## src/rtl/div_pkg.sv

```systemverilog
// Shared definitions for the divider controller: operand width, default step count, FSM states.
package div_pkg;

    localparam int unsigned OpW         = 4;
    localparam int unsigned IterDefault = 5;

    typedef enum logic [2:0] {
        StIdle = 3'd0,
        StLoad = 3'd1,
        StRun  = 3'd2,
        StCapt = 3'd3,
        StOut  = 3'd4
    } div_state_e;

endpackage

```

## src/rtl/div_ctrl.sv

```systemverilog
// Sequencing controller for an external iterative divider datapath.
// Define DIV_CTRL_DZ_EN to short-circuit divide-by-zero straight to the result state.
module div_ctrl
    import div_pkg::*;
#(
    parameter int unsigned ITER = IterDefault
) (
    input  logic             clk,
    input  logic             rst,
    input  logic             in_valid,
    output logic             in_ready,
    input  logic [OpW-1:0]   in_a,
    input  logic [OpW-1:0]   in_b,
    output logic             div_ld,
    output logic [OpW-1:0]   div_a,
    output logic [OpW-1:0]   div_b,
    input  logic [2*OpW-1:0] div_ra,
    input  logic [OpW-1:0]   div_ry,
    output logic             out_valid,
    input  logic             out_ready,
    output logic [OpW-1:0]   out_q,
    output logic [OpW-1:0]   out_r,
    output logic             out_dz
);

    localparam int unsigned    CntW    = (ITER > 0) ? $clog2(ITER + 1) : 1;
    localparam logic [CntW-1:0] CntLast = CntW'(ITER - 1);

    div_state_e      state_q, state_d;
    logic [CntW-1:0] cnt_q, cnt_d;
    logic [OpW-1:0]  opa_q, opa_d;
    logic [OpW-1:0]  opb_q, opb_d;
    logic [OpW-1:0]  quo_q, quo_d;
    logic [OpW-1:0]  rem_q, rem_d;
    logic            valid_q, valid_d;
`ifdef DIV_CTRL_DZ_EN
    logic            dz_q, dz_d;
`endif

    // Upper remainder bits belong to the datapath's shift register only.
    logic unused_ra_hi;
    assign unused_ra_hi = ^div_ra[2*OpW-1:OpW];

    always_comb begin
        state_d = state_q;
        cnt_d   = cnt_q;
        opa_d   = opa_q;
        opb_d   = opb_q;
        quo_d   = quo_q;
        rem_d   = rem_q;
        valid_d = valid_q;
`ifdef DIV_CTRL_DZ_EN
        dz_d    = dz_q;
`endif
        unique case (state_q)
            StIdle: begin
                if (in_valid) begin
                    opa_d   = in_a;
                    opb_d   = in_b;
                    state_d = StLoad;
`ifdef DIV_CTRL_DZ_EN
                    if (in_b == '0) begin
                        quo_d   = '1;
                        rem_d   = in_a;
                        dz_d    = 1'b1;
                        valid_d = 1'b1;
                        state_d = StOut;
                    end
`endif
                end
            end
            StLoad: begin
                cnt_d   = '0;
                state_d = StRun;
            end
            StRun: begin
                if (cnt_q == CntLast) begin
                    cnt_d   = '0;
                    state_d = StCapt;
                end else begin
                    cnt_d = cnt_q + CntW'(1);
                end
            end
            StCapt: begin
                quo_d   = div_ry;
                rem_d   = div_ra[OpW-1:0];
                valid_d = 1'b1;
`ifdef DIV_CTRL_DZ_EN
                dz_d    = 1'b0;
`endif
                state_d = StOut;
            end
            StOut: begin
                if (out_ready) begin
                    valid_d = 1'b0;
                    state_d = StIdle;
                end
            end
            default: state_d = StIdle;
        endcase
    end

    always_ff @(posedge clk or negedge rst) begin
        if (!rst) begin
            state_q <= StIdle;
            cnt_q   <= '0;
            opa_q   <= '0;
            opb_q   <= '0;
            quo_q   <= '0;
            rem_q   <= '0;
            valid_q <= 1'b0;
`ifdef DIV_CTRL_DZ_EN
            dz_q    <= 1'b0;
`endif
        end else begin
            state_q <= state_d;
            cnt_q   <= cnt_d;
            opa_q   <= opa_d;
            opb_q   <= opb_d;
            quo_q   <= quo_d;
            rem_q   <= rem_d;
            valid_q <= valid_d;
`ifdef DIV_CTRL_DZ_EN
            dz_q    <= dz_d;
`endif
        end
    end

    assign in_ready  = (state_q == StIdle);
    assign div_ld    = (state_q == StLoad);
    assign div_a     = opa_q;
    assign div_b     = opb_q;
    assign out_valid = valid_q;
    assign out_q     = quo_q;
    assign out_r     = rem_q;
`ifdef DIV_CTRL_DZ_EN
    assign out_dz    = dz_q;
`else
    assign out_dz    = 1'b0;
`endif

endmodule

```

## config.mk

```make
export PLATFORM = sky130hd
export DESIGN_NAME = div_ctrl
export DESIGN_NICKNAME = d
export VERILOG_FILES = /design/src/rtl/div_pkg.sv /design/src/rtl/div_ctrl.sv
export SDC_FILE = /design/constraint.sdc
export NUM_CORES = 1
export LEC_CHECK = 0
export CELL_PAD_IN_SITES_DETAIL_PLACEMENT = 0
export CELL_PAD_IN_SITES_GLOBAL_PLACEMENT = 1
export CORE_AREA = 3 3 65 67
export CTS_BUF_LIST = sky130_fd_sc_hd__clkbuf_4 sky130_fd_sc_hd__clkbuf_8
export CTS_CLUSTER_DIAMETER = 40
export DETAILED_ROUTE_END_ITERATION = 12
export DIE_AREA = 0 0 68 70
export PLACE_DENSITY_LB_ADDON = 0.1
export SYNTH_ARGS = -nofsm -noshare
export SYNTH_HDL_FRONTEND = slang
export SYNTH_SLANG_ARGS = --single-unit
```

## constraint.sdc

```tcl
create_clock -name clk -period 1.79 [get_ports clk]
set_input_delay 0.358 -clock clk [delete_from_list [all_inputs] [get_ports clk]]
set_output_delay 0.358 -clock clk [all_outputs]
set_load 0.02 [all_outputs]
```

==> run metrics, run 1 <==
status=finished, final reports clean; IO buf count=38; antenna-violating nets left=0; Final min period=1620 ps; Yosys cell types=29; I/O pin cnt=44; Mapped Cells=78; Die W=68 um; crit path kind=reg2out; post-synth design cell area=1110 um2; critical path cell sequence=nor3b_1, dlygate4sd2_1; ys async rst share=1.00; Num CTS Buffers=3; Final period util=0.907; Final nets=146; CP Capture Type=output port; drt first pass iters=4; Leakage=0.707 nW; Flop pwr share=0.322; Root Buffer=clkbuf_8; Die Area=4760 um2; hpwl dp=1.59 mm; GRT Util Overall=0.0965; Overflow after GRT=0; initial core utilization=0.300; crit start category=flip-flop; Crit-path slowest cell=dfrtp_1; share of layout cells above drive strength 1=0.235; Synth warnings=0; WL final=2.11 mm; commonest non-fill, non-tap cell in the layout=clkdlybuf4s50_1; num rows=22; Layout area overhead=41.7%; max-slew violations=0; crit path DAT=1270 ps; Core ar.=3690 um2; clock share of power=0.105; Hold Buf Count CTS=0; RSZ-0062 raised after global routing=no; first-pass GRT wire length=3.66 mm; vias per cell=4.45; vias in the first global route=773; drt wl/cell=12.6 um; final-report hold violation count=0; Initial DRC Count=19; worst min path class=in2async; later-pin clock latency in the skew report=260 ps; largest net degree at the start of global routing=24; Required @ worst endpoint=1430 ps; final setup fails=0; CTS tree=yes; switching share of total power=0.363; Logic pwr share=0.573; cell-internal power=0.00188 W; n_diodes=0; Worst VDD drop=552 uV; final setup skew=1.58 ps; H-tree levels=1; initial antenna violation count=0; fmax=616 MHz; number of setup buffers added after CTS=0; final std cells w/o fill=167; placed cell count=163; synthesized area per cell=14.2 um2; Switch Pwr=0.00107 W; commonest non-fill, non-tap cells in the layout=clkdlybuf4s50_1 (36), dfrtp_1 (23), mux2_4 (16); # clock sinks=23; Post-synth EDFFs=0; sequential area share after synthesis=0.520; Clock Pin Slew Worst Setup and Hold Paths=80 ps; Power Dens Cells=1880 nW/um2; crit-path max FO=4; Largest stage delay, worst path=440 ps; Max clock buf depth=2; Synth Flop Type=dfrtp_1; MaxCap Viol Count=0; Synthesized Nets=104; Die Y=70 um; DR vias=743; #FFs+latches synth=23; gpl congestion=0.760; setup TNS=0 ps; Post-route DRC=0; post_cts resized=2
state kept, by name (all words and copies together) (netlist names):
signal and flops:
div_a 4, div_b 4, out_q 4, out_r 4
cnt_q 3, state_q 3, out_valid 1
cell usage after synthesis (all sizes together), types with 2 or more instances:
cell | count | area share
mux2 | 16 | 0.22
buf | 5 | 0.048
a21oi | 2 | 0.0091
ha | 2 | 0.023
nor2 | 4 | 0.014
and2 | 2 | 0.014
nand2 | 3 | 0.017
dfrtp | 23 | 0.52
inv | 4 | 0.014
o22ai | 2 | 0.011
power groups by stage:
stage	combinational [W]	sequential [W]	clock, W
6_report	0.00169	0.000951	0.000311
5_1_grt	0.00183	0.000994	0.000363
4_1_cts	0.00172	0.000956	0.000330
3_5_place_dp	0.00173	0.000963	0
3_3_place_gp	0.00173	0.000950	0
2_1_floorplan	0.000927	0.00117	0
logic make-up (layout without fill, tap and decap cells):
group | count (synthesis) | after routing | share of synthesized area
buffers and inverters | 9 | 50 | 0.0611
XOR/XNOR | 1 | 1 | 0.00792
adder cells (fa/ha/maj) | 2 | 2 | 0.0226
AO/OA/AOI/OAI | 9 | 9 | 0.0532
flip-flops | 23 | 23 | 0.520
other | 1 | 1 | 0.00339
multiplexers | 16 | 16 | 0.217
AND/OR/NAND/NOR | 17 | 17 | 0.114
stage by stage:
step	total power [W]	instance area, um2	hold WS, ps	utilization	setup slack, ps
floorplan	0.00209	1110	62.4	-	292
global placement	0.00268	1520	491	0.413	157
detailed placement	0.00269	1520	492	0.413	146
CTS	0.00301	1570	461	0.425	129
global route	0.00318	1570	476	0.425	69.8
finish	0.00295	1570	452	0.425	167
critical path, delay by kind of cell, from the launching register on:
family	cells	cell delay [ps]
buffers and inverters	1	370
flip-flops	1	440
AND/OR/NAND/NOR	1	200
worst paths after layout:
check	startpoint	endpoint	slack, ps	cells past startpoint
worst min-delay path	rst	div_a[0]	450	2
max in group asynchronous	rst	out_r[2]	1120	2
min in group clk	div_b[2]	div_b[2]	510	1
worst min register to register	div_b[2]	div_b[2]	510	1
worst max register to register	state_q[1]	out_r[3]	350	4
worst max-delay path	state_q[1]	div_ld	170	2
layout make-up:
cell class / instances / area, um2
fillers: 369 / 2120
well taps: 48 / 60.1
clock inverters: 1 / 5.00
clock buffers: 3 / 41.3
inverters: 4 / 15.0
repair buffers: 42 / 408
multi-input cells: 46 / 463
flip-flops and latches: 23 / 576
metal layers:
metal / global-route usage / up-vias / part of all wire
li1: - / 352 / -
met5: 0 / - / 0
met1: 0.133 / 366 / 0.49
met4: 0.0331 / 0 / 0.0076
met2: 0.150 / 23 / 0.45
met3: 0.0161 / 2 / 0.060
No activity file was read; power rests on OpenSTA's default activity.
==> run 2: changes to the inputs <==
--- a/config.mk
+++ b/config.mk
@@ -13,6 +13,7 @@
 export DETAILED_ROUTE_END_ITERATION = 12
 export DIE_AREA = 0 0 68 70
 export PLACE_DENSITY_LB_ADDON = 0.1
+export SKIP_CTS_REPAIR_TIMING = 1
 export SYNTH_ARGS = -nofsm -noshare
 export SYNTH_HDL_FRONTEND = slang
 export SYNTH_SLANG_ARGS = --single-unit
==> constraint.sdc (replaced) <==
create_clock -name clk -period 1.35 [get_ports clk]
set_input_delay 0.27 -clock clk [delete_from_list [all_inputs] [get_ports clk]]
set_output_delay 0.27 -clock clk [all_outputs]
set_load 0.02 [all_outputs]
==> run 2 against run 1 <==
Against the previous run:
- the run now ends with setup timing left
- worst setup slack got worse by 230 ps
- die area unchanged
- combinational power increased by 36%
- first-iteration DRC count decreased by 79%
- cell count increased by 1.8%
- largest power group unchanged
==> run metrics, run 2 (synthesis results as in run 1) <==
DR WL met2=1.01 mm (was 941 um); area of the multi-input gates=470 um2 (was 463 um2); Final period util=1.05; DR vias=738 (was 743); Num CTS Buffers=3 (unchanged); num rows=22 (unchanged); Buf/Inv on CP=1 (unchanged); Clock Pin Slew Worst Setup and Hold Paths=80 ps (about the same); GRT Util Overall=0.0937 (was 0.0965); Die Y=70 um (unchanged); Largest stage delay, worst path=420 ps (was 440 ps); worst min path class=in2async (unchanged); switching share of total power=0.366 (was 0.363); share of layout cells above drive strength 1=0.279 (was 0.235); antenna-violating nets left=0 (unchanged); commonest non-fill, non-tap cell in the layout=dfrtp_1 (was clkdlybuf4s50_1); clock share of power=0.106 (was 0.105); failing checks=setup timing; dpl cell area=1550 um2 (was 1520 um2); H-tree levels=1 (unchanged); CTS tree=yes (unchanged); WL final=2.22 mm (was 2.11 mm); Switch Pwr=0.00145 W (was 0.00107 W); status=finished with violations (was finished, final reports clean); crit-path max FO=8 (was 4); initial core utilization=0.300 (unchanged); crit path kind=reg2reg (was reg2out); final-report hold violation count=0 (unchanged); Max clock buf depth=2 (unchanged); gpl congestion=0.676 (was 0.760); Die W=68 um (unchanged); vias per cell=4.34 (was 4.45); Final min period=1410 ps; I/O pin cnt=44 (unchanged); Fin Hold WS=369 ps (was 452 ps); fmax=709 MHz; Required @ worst endpoint=1500 ps (was 1430 ps); Post-route DRC=0 (unchanged); met3 routed WL=134 um (was 126 um); delay-heaviest family, CP=simple AND/OR/NAND/NOR gates (was flip-flops); worst setup margin=-61.2 ps (was 167 ps); MaxCap Viol Count=0 (unchanged); commonest non-fill, non-tap cells in the layout=dfrtp_1 (23), clkdlybuf4s50_1 (19), dlymetal6s2s_1 (17) (was clkdlybuf4s50_1 (36), dfrtp_1 (23), mux2_4 (16)); later-pin clock latency in the skew report=260 ps (about the same); Placement Setup Slack=-168 ps (was 146 ps); RSZ-0062 raised after global routing=yes (was no); n_diodes=0 (unchanged); Storage cell area=576 um2 (unchanged); Worst Setup SP=state_q[0] (was state_q[1]); # clock sinks=23 (unchanged); Leakage=0.886 nW (was 0.707 nW); crit path DAT=1560 ps (was 1270 ps); Finished Cell Area=1640 um2 (was 1570 um2); first-pass GRT wire length=3.44 mm (was 3.66 mm); CP Capture Type=flip-flop (was output port); Core ar.=3690 um2 (unchanged); critical path cell sequence=nor3_4, buf_4, and2_4, mux2_4 (was nor3b_1, dlygate4sd2_1); Flop pwr share=0.313 (was 0.322); highest metal used=met4 (unchanged); drt first pass iters=4 (unchanged); RR Startpoint=state_q[0] (was state_q[1]); max-slew violations=0 (unchanged); Die Area=4760 um2 (unchanged); initial antenna violation count=0 (unchanged); Worst VDD drop=965 uV (was 552 uV); Layout area overhead=48.2% (was 41.7%); Final nets=149 (was 146); drt wl/cell=13.0 um (was 12.6 um); vias in the first global route=739 (was 773); final setup skew=0.998 ps (was 1.58 ps); Power Dens Cells=2420 nW/um2 (was 1880 nW/um2); Crit-path slowest cell=dfrtp_1 (unchanged); IO buf count=38 (unchanged); final core occ=0.444 (was 0.425); crit start category=flip-flop (unchanged); largest net degree at the start of global routing=24 (unchanged); Logic pwr share=0.581 (was 0.573); Metal-1 WL=1.06 mm (was 1.03 mm); Overflow after GRT=0 (unchanged); Initial DRC Count=4 (was 19); # fillers=346 (was 369); cell-internal power=0.00252 W (was 0.00188 W); Root Buffer=clkbuf_8 (unchanged); final setup fails=15 (was 0); hpwl dp=1.56 mm (was 1.59 mm)
run 2: cell count changes in the layout (fill, tap and decap cells not counted), sizes merged:
cell	before	now
clkdlybuf4s50	36	19
buf	4	8
clkbuf	3	4
dlygate4sd2	2	0
dlymetal6s2s	0	17
run 2: final cells by class:
class	count	area share
flip-flops and latches	23	0.351
repair buffers	45	0.288
multi-input cells	46	0.287
well taps	48	0.0366
clock buffers	3	0.0252
inverters	4	0.00916
clock inverters	1	0.00305
run 2: metrics by stage:
| stage | total power (W) | setup TNS, ps | instances |
|---|---|---|---|
| after floorplan | 0.00278 | -1190 | 78 |
| after global placement | 0.00360 | -990 | 166 |
| after detailed placement | 0.00362 | -1110 | 166 |
| after CTS | 0.00406 | -4000 | 170 |
| after global routing | 0.00423 | -1450 | 170 |
| final | 0.00397 | -490 | 170 |
run 2: worst register-to-register path, delay by kind of cell (launching register included):
kind	cells	cell delay, ps
multiplexers	1	320
flip-flops	1	420
buffers and inverters	1	130
AND/OR/NAND/NOR	2	440
run 2: per-layer routing:
layer / GRT usage / vias to the layer above
met3: 0.0177 / 2
li1: - / 355
met4: 0.0397 / 0
met5: 0 / -
met1: 0.130 / 354
met2: 0.140 / 27
run 2: path summary, 6_finish.rpt:
kind	cells past startpoint	slack (ps)	endpoint
worst min register to register	1	510	div_a[3]
max in group asynchronous	2	740	div_a[3]
worst max register to register	4	-60	div_b[3]
worst max-delay path	4	-60	div_b[3]
worst min-delay path	2	370	div_a[2]
min in group clk	1	510	div_a[3]
run 2: power groups by stage:
stage | registers [W] | logic, W | clock network [W]
2_1_floorplan | 0.00155 | 0.00123 | 0
3_3_place_gp | 0.00126 | 0.00234 | 0
3_5_place_dp | 0.00127 | 0.00235 | 0
4_1_cts | 0.00126 | 0.00236 | 0.000441
5_1_grt | 0.00130 | 0.00246 | 0.000472
6_report | 0.00124 | 0.00230 | 0.000420
